<file path="config.mk">
export PLATFORM = sky130hd
export DESIGN_NAME = warp_scheduler_flat
export DESIGN_NICKNAME = d
export VERILOG_FILES = /design/src/rtl/warp_scheduler_pkg.sv /design/src/rtl/warp_scheduler_if.sv /design/src/rtl/warp_scheduler_rr_next_warp.sv /design/src/rtl/warp_scheduler.sv /design/src/flat_wrapper.sv
export SDC_FILE = /design/constraint.sdc
export NUM_CORES = 1
export LEC_CHECK = 0
export CAP_MARGIN = 25
export CORE_ASPECT_RATIO = 1.75
export CORE_UTILIZATION = 55
export DETAILED_ROUTE_END_ITERATION = 8
export PLACE_DENSITY = 0.81
export SLEW_MARGIN = 10
export SYNTH_ARGS = -nofsm -noshare
export SYNTH_HDL_FRONTEND = slang
export SYNTH_SLANG_ARGS = --single-unit
</file>
<file path="constraint.sdc">
create_clock -name clk -period 7.3 [get_ports clk]
set_input_delay 1.46 -clock clk [delete_from_list [all_inputs] [get_ports clk]]
set_output_delay 1.46 -clock clk [all_outputs]
set_load 0.02 [all_outputs]
</file>
<file path="src/rtl/warp_scheduler_pkg.sv">
// Shared types for the warp scheduler slice: per-warp instruction state and datapath width.
// Optional feature macro used by this slice: SCHED_PERF_CNT_EN (stall-cycle counter).
`ifndef DATA_WIDTH
`define DATA_WIDTH 16
`endif

package warp_scheduler_pkg;

    typedef enum logic [2:0] {
        WARP_IDLE,
        WARP_FETCH,
        WARP_DECODE,
        WARP_REQUEST,
        WARP_WAIT,
        WARP_EXECUTE,
        WARP_UPDATE,
        WARP_DONE
    } warp_state_t;

endpackage

</file>
<file path="src/rtl/warp_scheduler_if.sv">
// Dispatcher/pipeline-facing bundle of the warp scheduler; stall_cycles exists only
// when SCHED_PERF_CNT_EN is defined.
interface warp_scheduler_if #(
    parameter int NUM_WARPS = 4
);
    import warp_scheduler_pkg::*;

    localparam int WARP_ID_WIDTH = $clog2(NUM_WARPS);

    logic                     start;
    logic [WARP_ID_WIDTH:0]   active_warps;
    logic                     fetch_done;
    logic                     decoded_mem_op;
    logic                     decoded_halt;
    logic                     lsu_done;
    logic [NUM_WARPS-1:0]     warp_enable;
    warp_state_t              warp_state [NUM_WARPS];
    logic [WARP_ID_WIDTH-1:0] cur_warp;
    logic                     block_done;
`ifdef SCHED_PERF_CNT_EN
    logic [31:0]              stall_cycles;
`endif

    modport master (
        output start, active_warps, fetch_done, decoded_mem_op, decoded_halt, lsu_done,
        input  warp_enable, warp_state, cur_warp, block_done
`ifdef SCHED_PERF_CNT_EN
        , input stall_cycles
`endif
    );

    modport slave (
        input  start, active_warps, fetch_done, decoded_mem_op, decoded_halt, lsu_done,
        output warp_enable, warp_state, cur_warp, block_done
`ifdef SCHED_PERF_CNT_EN
        , output stall_cycles
`endif
    );

endinterface

</file>
<file path="src/rtl/warp_scheduler_rr_next_warp.sv">
// Combinational round-robin search: first set bit of not_done after cur, modulo count,
// wrapping back onto cur itself; none_left when no bit is set.
module rr_next_warp #(
    parameter int NUM_WARPS     = 4,
    parameter int WARP_ID_WIDTH = $clog2(NUM_WARPS)
) (
    input  logic [NUM_WARPS-1:0]     not_done,
    input  logic [WARP_ID_WIDTH-1:0] cur,
    input  logic [WARP_ID_WIDTH:0]   count,
    output logic [WARP_ID_WIDTH-1:0] next,
    output logic                     none_left
);
    localparam logic [WARP_ID_WIDTH:0] ONE = 1;

    logic [WARP_ID_WIDTH:0] idx;
    logic [WARP_ID_WIDTH:0] idx_inc;
    logic                   found;

    // Walk NUM_WARPS candidates; when count < NUM_WARPS the walk simply revisits indices.
    always_comb begin
        idx       = {1'b0, cur};
        idx_inc   = '0;
        next      = cur;
        found     = 1'b0;
        for (int i = 0; i < NUM_WARPS; i++) begin
            idx_inc = idx + ONE;
            idx     = (idx_inc >= count) ? '0 : idx_inc;
            if (!found && not_done[idx[WARP_ID_WIDTH-1:0]]) begin
                found = 1'b1;
                next  = idx[WARP_ID_WIDTH-1:0];
            end
        end
        none_left = !found;
    end

endmodule

</file>
<file path="src/rtl/warp_scheduler.sv">
// Round-robin warp scheduler: launches a block of warps and steps one selected warp at a
// time through the instruction sequence. SCHED_PERF_CNT_EN adds the stall_cycles counter.
module warp_scheduler
    import warp_scheduler_pkg::*;
#(
    parameter int NUM_WARPS     = 4,
    parameter int WARP_ID_WIDTH = $clog2(NUM_WARPS)
) (
    input  logic             clk,
    input  logic             reset,
    warp_scheduler_if.slave  bus
);
    localparam logic [WARP_ID_WIDTH:0] MAX_WARPS = (WARP_ID_WIDTH + 1)'(NUM_WARPS);

    warp_state_t              state_q [NUM_WARPS];
    warp_state_t              state_d [NUM_WARPS];
    logic [WARP_ID_WIDTH-1:0] cur_q, cur_d;
    logic [WARP_ID_WIDTH:0]   num_q, num_d;
    logic                     done_q, done_d;
    logic [NUM_WARPS-1:0]     live_mask;
    logic [NUM_WARPS-1:0]     not_done_mask;
    logic [NUM_WARPS-1:0]     enable;
    logic [WARP_ID_WIDTH:0]   clamped;
    logic [WARP_ID_WIDTH-1:0] next_warp;
    logic                     none_left;
    logic                     any_live;
    logic                     cur_live;
    logic                     launch;

    // The mask feeds the rotation search with the selected warp's post-UPDATE liveness,
    // derived from decoded_halt directly so it does not depend on state_d.
    always_comb begin
        live_mask     = '0;
        not_done_mask = '0;
        for (int j = 0; j < NUM_WARPS; j++) begin
            live_mask[j]     = (state_q[j] != WARP_IDLE) && (state_q[j] != WARP_DONE);
            not_done_mask[j] = live_mask[j];
        end
        not_done_mask[cur_q] = !bus.decoded_halt;
    end

    assign any_live = |live_mask;
    assign cur_live = live_mask[cur_q];
    assign launch   = bus.start && !any_live;
    assign clamped  = (bus.active_warps > MAX_WARPS) ? MAX_WARPS : bus.active_warps;

    rr_next_warp #(
        .NUM_WARPS     (NUM_WARPS),
        .WARP_ID_WIDTH (WARP_ID_WIDTH)
    ) u_rr_next_warp (
        .not_done  (not_done_mask),
        .cur       (cur_q),
        .count     (num_q),
        .next      (next_warp),
        .none_left (none_left)
    );

    always_ff @(posedge clk or posedge reset) begin
        if (reset) begin
            for (int j = 0; j < NUM_WARPS; j++) begin
                state_q[j] <= WARP_IDLE;
            end
            cur_q  <= '0;
            num_q  <= '0;
            done_q <= 1'b0;
        end else begin
            state_q <= state_d;
            cur_q   <= cur_d;
            num_q   <= num_d;
            done_q  <= done_d;
        end
    end

    // Only the selected warp advances; a zero-warp launch reports completion immediately.
    always_comb begin
        state_d = state_q;
        cur_d   = cur_q;
        num_d   = num_q;
        done_d  = done_q;
        if (launch) begin
            num_d  = clamped;
            cur_d  = '0;
            done_d = (clamped == '0);
            for (int j = 0; j < NUM_WARPS; j++) begin
                state_d[j] = ((WARP_ID_WIDTH + 1)'(j) < clamped) ? WARP_FETCH : WARP_IDLE;
            end
        end else if (cur_live) begin
            case (state_q[cur_q])
                WARP_FETCH:   if (bus.fetch_done) state_d[cur_q] = WARP_DECODE;
                WARP_DECODE:  state_d[cur_q] = WARP_REQUEST;
                WARP_REQUEST: state_d[cur_q] = bus.decoded_mem_op ? WARP_WAIT : WARP_EXECUTE;
                WARP_WAIT:    if (bus.lsu_done) state_d[cur_q] = WARP_EXECUTE;
                WARP_EXECUTE: state_d[cur_q] = WARP_UPDATE;
                WARP_UPDATE: begin
                    state_d[cur_q] = bus.decoded_halt ? WARP_DONE : WARP_FETCH;
                    if (none_left) begin
                        done_d = 1'b1;
                    end else begin
                        cur_d = next_warp;
                    end
                end
                default: ;
            endcase
        end
    end

    always_comb begin
        enable = '0;
        if (cur_live) begin
            enable[cur_q] = 1'b1;
        end
    end

    assign bus.warp_enable = enable;
    assign bus.warp_state  = state_q;
    assign bus.cur_warp    = cur_q;
    assign bus.block_done  = done_q;

`ifdef SCHED_PERF_CNT_EN
    logic [31:0] stall_q;
    logic        stall;

    assign stall = cur_live &&
                   (((state_q[cur_q] == WARP_FETCH) && !bus.fetch_done) ||
                    ((state_q[cur_q] == WARP_WAIT)  && !bus.lsu_done));

    always_ff @(posedge clk or posedge reset) begin
        if (reset) begin
            stall_q <= '0;
        end else if (launch) begin
            stall_q <= '0;
        end else if (stall && (stall_q != '1)) begin
            stall_q <= stall_q + 32'd1;
        end
    end

    assign bus.stall_cycles = stall_q;
`endif

endmodule
</file>
<file path="src/flat_wrapper.sv">
// flat-port wrapper written by rule: the top's interface ports become plain ports
module warp_scheduler_flat import warp_scheduler_pkg::*;
#(
    parameter int NUM_WARPS     = 4,
    parameter int WARP_ID_WIDTH = $clog2(NUM_WARPS)
)
  (clk, reset, bus_start, bus_active_warps, bus_fetch_done, bus_decoded_mem_op, bus_decoded_halt, bus_lsu_done, bus_warp_enable, bus_warp_state, bus_cur_warp, bus_block_done);
  warp_scheduler_if #(.NUM_WARPS(NUM_WARPS)) bus_i ();
  input  logic clk;
  input  logic reset;
  input wire logic [$bits(bus_i.start)-1:0] bus_start;
  input wire logic [$bits(bus_i.active_warps)-1:0] bus_active_warps;
  input wire logic [$bits(bus_i.fetch_done)-1:0] bus_fetch_done;
  input wire logic [$bits(bus_i.decoded_mem_op)-1:0] bus_decoded_mem_op;
  input wire logic [$bits(bus_i.decoded_halt)-1:0] bus_decoded_halt;
  input wire logic [$bits(bus_i.lsu_done)-1:0] bus_lsu_done;
  output wire logic [$bits(bus_i.warp_enable)-1:0] bus_warp_enable;
  output wire logic [$bits(bus_i.warp_state)-1:0] bus_warp_state;
  output wire logic [$bits(bus_i.cur_warp)-1:0] bus_cur_warp;
  output wire logic [$bits(bus_i.block_done)-1:0] bus_block_done;
  assign bus_i.start = bus_start;
  assign bus_i.active_warps = bus_active_warps;
  assign bus_i.fetch_done = bus_fetch_done;
  assign bus_i.decoded_mem_op = bus_decoded_mem_op;
  assign bus_i.decoded_halt = bus_decoded_halt;
  assign bus_i.lsu_done = bus_lsu_done;
  assign bus_warp_enable = bus_i.warp_enable;
  assign bus_warp_state = {>>{bus_i.warp_state}};
  assign bus_cur_warp = bus_i.cur_warp;
  assign bus_block_done = bus_i.block_done;
  warp_scheduler #(.NUM_WARPS(NUM_WARPS), .WARP_ID_WIDTH(WARP_ID_WIDTH)) u_core (.clk(clk), .reset(reset), .bus(bus_i));
endmodule
</file>
==> qor.csv <==
metric,value,unit
status,completed,
synthesis.instances,242,
worst_skew_pair.late_latency,240,ps
drt_first_pass_iters,4,
antenna_found_initial,0,
start_kind,flop,
worstRegToRegCells,31,
tightestPinTransition,639,ps
drv_slew,0,
die_w,47.6,um
yosysWarningCount,0,
cts_max_level,1,
routed_via_density,6.27,
start_util,0.582,
antenna_cells,0,
track_usage,0.315,
grt_pass1_vias,1873,
die_area,0.00389,mm^2
dpl.hpwl,4360,um
yosysSeqAreaShare,0.226,
fin_area,0.00238,mm^2
timing.hold.ws,482,ps
required,7410,ps
utilization,0.694,
synth_cell_types,52,
rsz0062_at_grt,no,
area.growth.synth_to_final,19.4,%
async_flop_share,1.00,
fin_tns_setup,0,ps
dr_total_vias,1987,
end_kind,flop,
crit_path_max_fanout,9,
fmax,149,MHz
die_h,81.7,um
rows,28,
cts_buffer_depth,2,
cts_num_sinks,18,
fin_nets,303,
clkTransAtPathRegs,60,ps
wl_per_cell,17.2,um
hold_violations,0,
critical-path-max-stage-delay,480,ps
cts-buffers-inserted,3,
avgSynthCellArea,8.25,um^2
yosysTopAreaCellShare,0.226,
cts_tree,yes,
cts_hold_buf,0,
grt_start_max_net_pins,19,
timing.rr.start,u_core.bus.cur_warp[1]$_DFFE_PP0P_,
max_cap_violations,0,
setup_violations,0,
finalCritPeriodShare,0.919,
finalClockSkew,1.81,ps
ys_seq_elements,18,
multiInputGateArea,0.00148,mm^2
ant_nets,0,
drc_errors,0,
seqCellArea,452,um^2
cpMaxStageDelayCell,dfrtp_2,
whs_path_depth,2,
maxSlewHeadroom,0.570,
synth_edf_count,0,
hold_path_class,flop to flop,
postPlaceCellArea,0.00234,mm^2
grt_pass1_wl,8690,um
drt_iter0_drc,83,
synthesis.area,0.00200,mm^2
gp_congestion,0.982,
hold_end,u_core.num_q[1]$_DFFE_PP0P_,
rr_endpoint,u_core.bus.cur_warp[1]$_DFFE_PP0P_,
grt-ovfl-total,0,
worst-setup-path-type,flop to flop,
io-pin-count,29,
drive_above_1_share,0.0956,
crit_arrival,6820,ps
synth_ff_type,dfrtp_1,
hold_start,u_core.num_q[1]$_DFFE_PP0P_,
min_period,6710,ps
core_area,0.00343,mm^2
root_buffer,clkbuf_8,
fillerInstances,309,
synth.top_cells.by_count,"nand2_1, nor2_1, ha_1",
io_buffers,28,
reg2reg_slack,590,ps
synth_nets,271,
synth.most_common_cell,nand2_1,
routed_wl,5460,um
cp_common_cell,ha_1,
yosys-top-cells-area,"dfrtp_1, ha_1, nand2_1",
yosysTopAreaCell,dfrtp_1,
layout by cell type (no fill, tap or decap), drive strengths merged, types with 4 or more instances in the layout:
cell and instances:
ha 19, and2 8, inv 13, nor3 10
and3 5, nand3 6, clkdlybuf4s50 28, a21oi 15
mux2i 6, o31ai 4, dfrtp 18, nand2b 5
a211oi 4, nor2 20, nor2b 7, a22o 6
o21a 5, nand2 28, o22ai 5, o21ai 19
logic make-up (layout without fill, tap and decap cells):
logic type      Yosys count  count (layout)  synth area share
compound gates           76              76             0.281
xor+xnor                  4               4            0.0175
fa+ha+maj                19              19             0.119
buf+inv                  17              47            0.0345
flops                    18              18             0.226
mux                      12              12            0.0808
simple gates             96              96             0.242
per-stage QoR:
step,instances,setup WS (ps)
final,317,591
after detailed placement,314,510
after CTS,317,495
after global placement,314,803
after global routing,317,43.8
after floorplan,242,1020
critical path: cells and delay by family (launching register included):
kind            cells  cell delay [ps]
compound gates     11             2400
fa+ha+maj           8             2170
simple gates        5              580
flops               1              480
xor+xnor            3              430
buf+inv             3              370
mux                 1              140
layer usage:
metal,GRT usage,share of wire,up-vias
met4,0.119,0.032,0
met5,0,0,-
li1,-,-,961
met2,0.588,0.55,68
met3,0.0198,0.043,17
met1,0.349,0.38,941
registers in the layout, indices dropped and copies added (netlist names):
| signal | count |
|---|---|
| u_core.bus.warp_state | 12 |
| u_core.bus.cur_warp | 2 |
| u_core.bus.block_done | 1 |
| u_core.num_q | 3 |
area by class of cell:
type | count | share of cell area
sequential | 18 | 0.190
timing repair buffer | 31 | 0.127
tap | 45 | 0.0236
inverter | 13 | 0.0215
multi-input combinational | 207 | 0.621
clock buffer | 3 | 0.0173
worst max-delay path by stage:
stage,end,cells past startpoint,from
final,u_core.bus.cur_warp[1]$_DFFE_PP0P_,31,u_core.bus.cur_warp[1]$_DFFE_PP0P_
after global routing,u_core.bus.cur_warp[1]$_DFFE_PP0P_,31,u_core.bus.cur_warp[1]$_DFFE_PP0P_
after CTS,u_core.bus.cur_warp[1]$_DFFE_PP0P_,31,u_core.bus.cur_warp[1]$_DFFE_PP0P_
after detailed placement,u_core.bus.cur_warp[1]$_DFFE_PP0P_,31,u_core.bus.cur_warp[1]$_DFFE_PP0P_
after global placement,u_core.bus.cur_warp[1]$_DFFE_PP0P_,31,u_core.bus.cur_warp[1]$_DFFE_PP0P_
after floorplan,u_core.bus.cur_warp[1]$_DFFE_PP0P_,31,u_core.bus.cur_warp[0]$_DFFE_PP0P_
repair_timing:
action / 4_1_cts / 5_1_grt
endpoints found under the setup margin: 0 / 3
gates resized for setup: 0 / 2
buffers inserted: 0 / 0
Power is not shown: default switching activity piles up to over one toggle a cycle in this logic, so the estimate is an artifact.
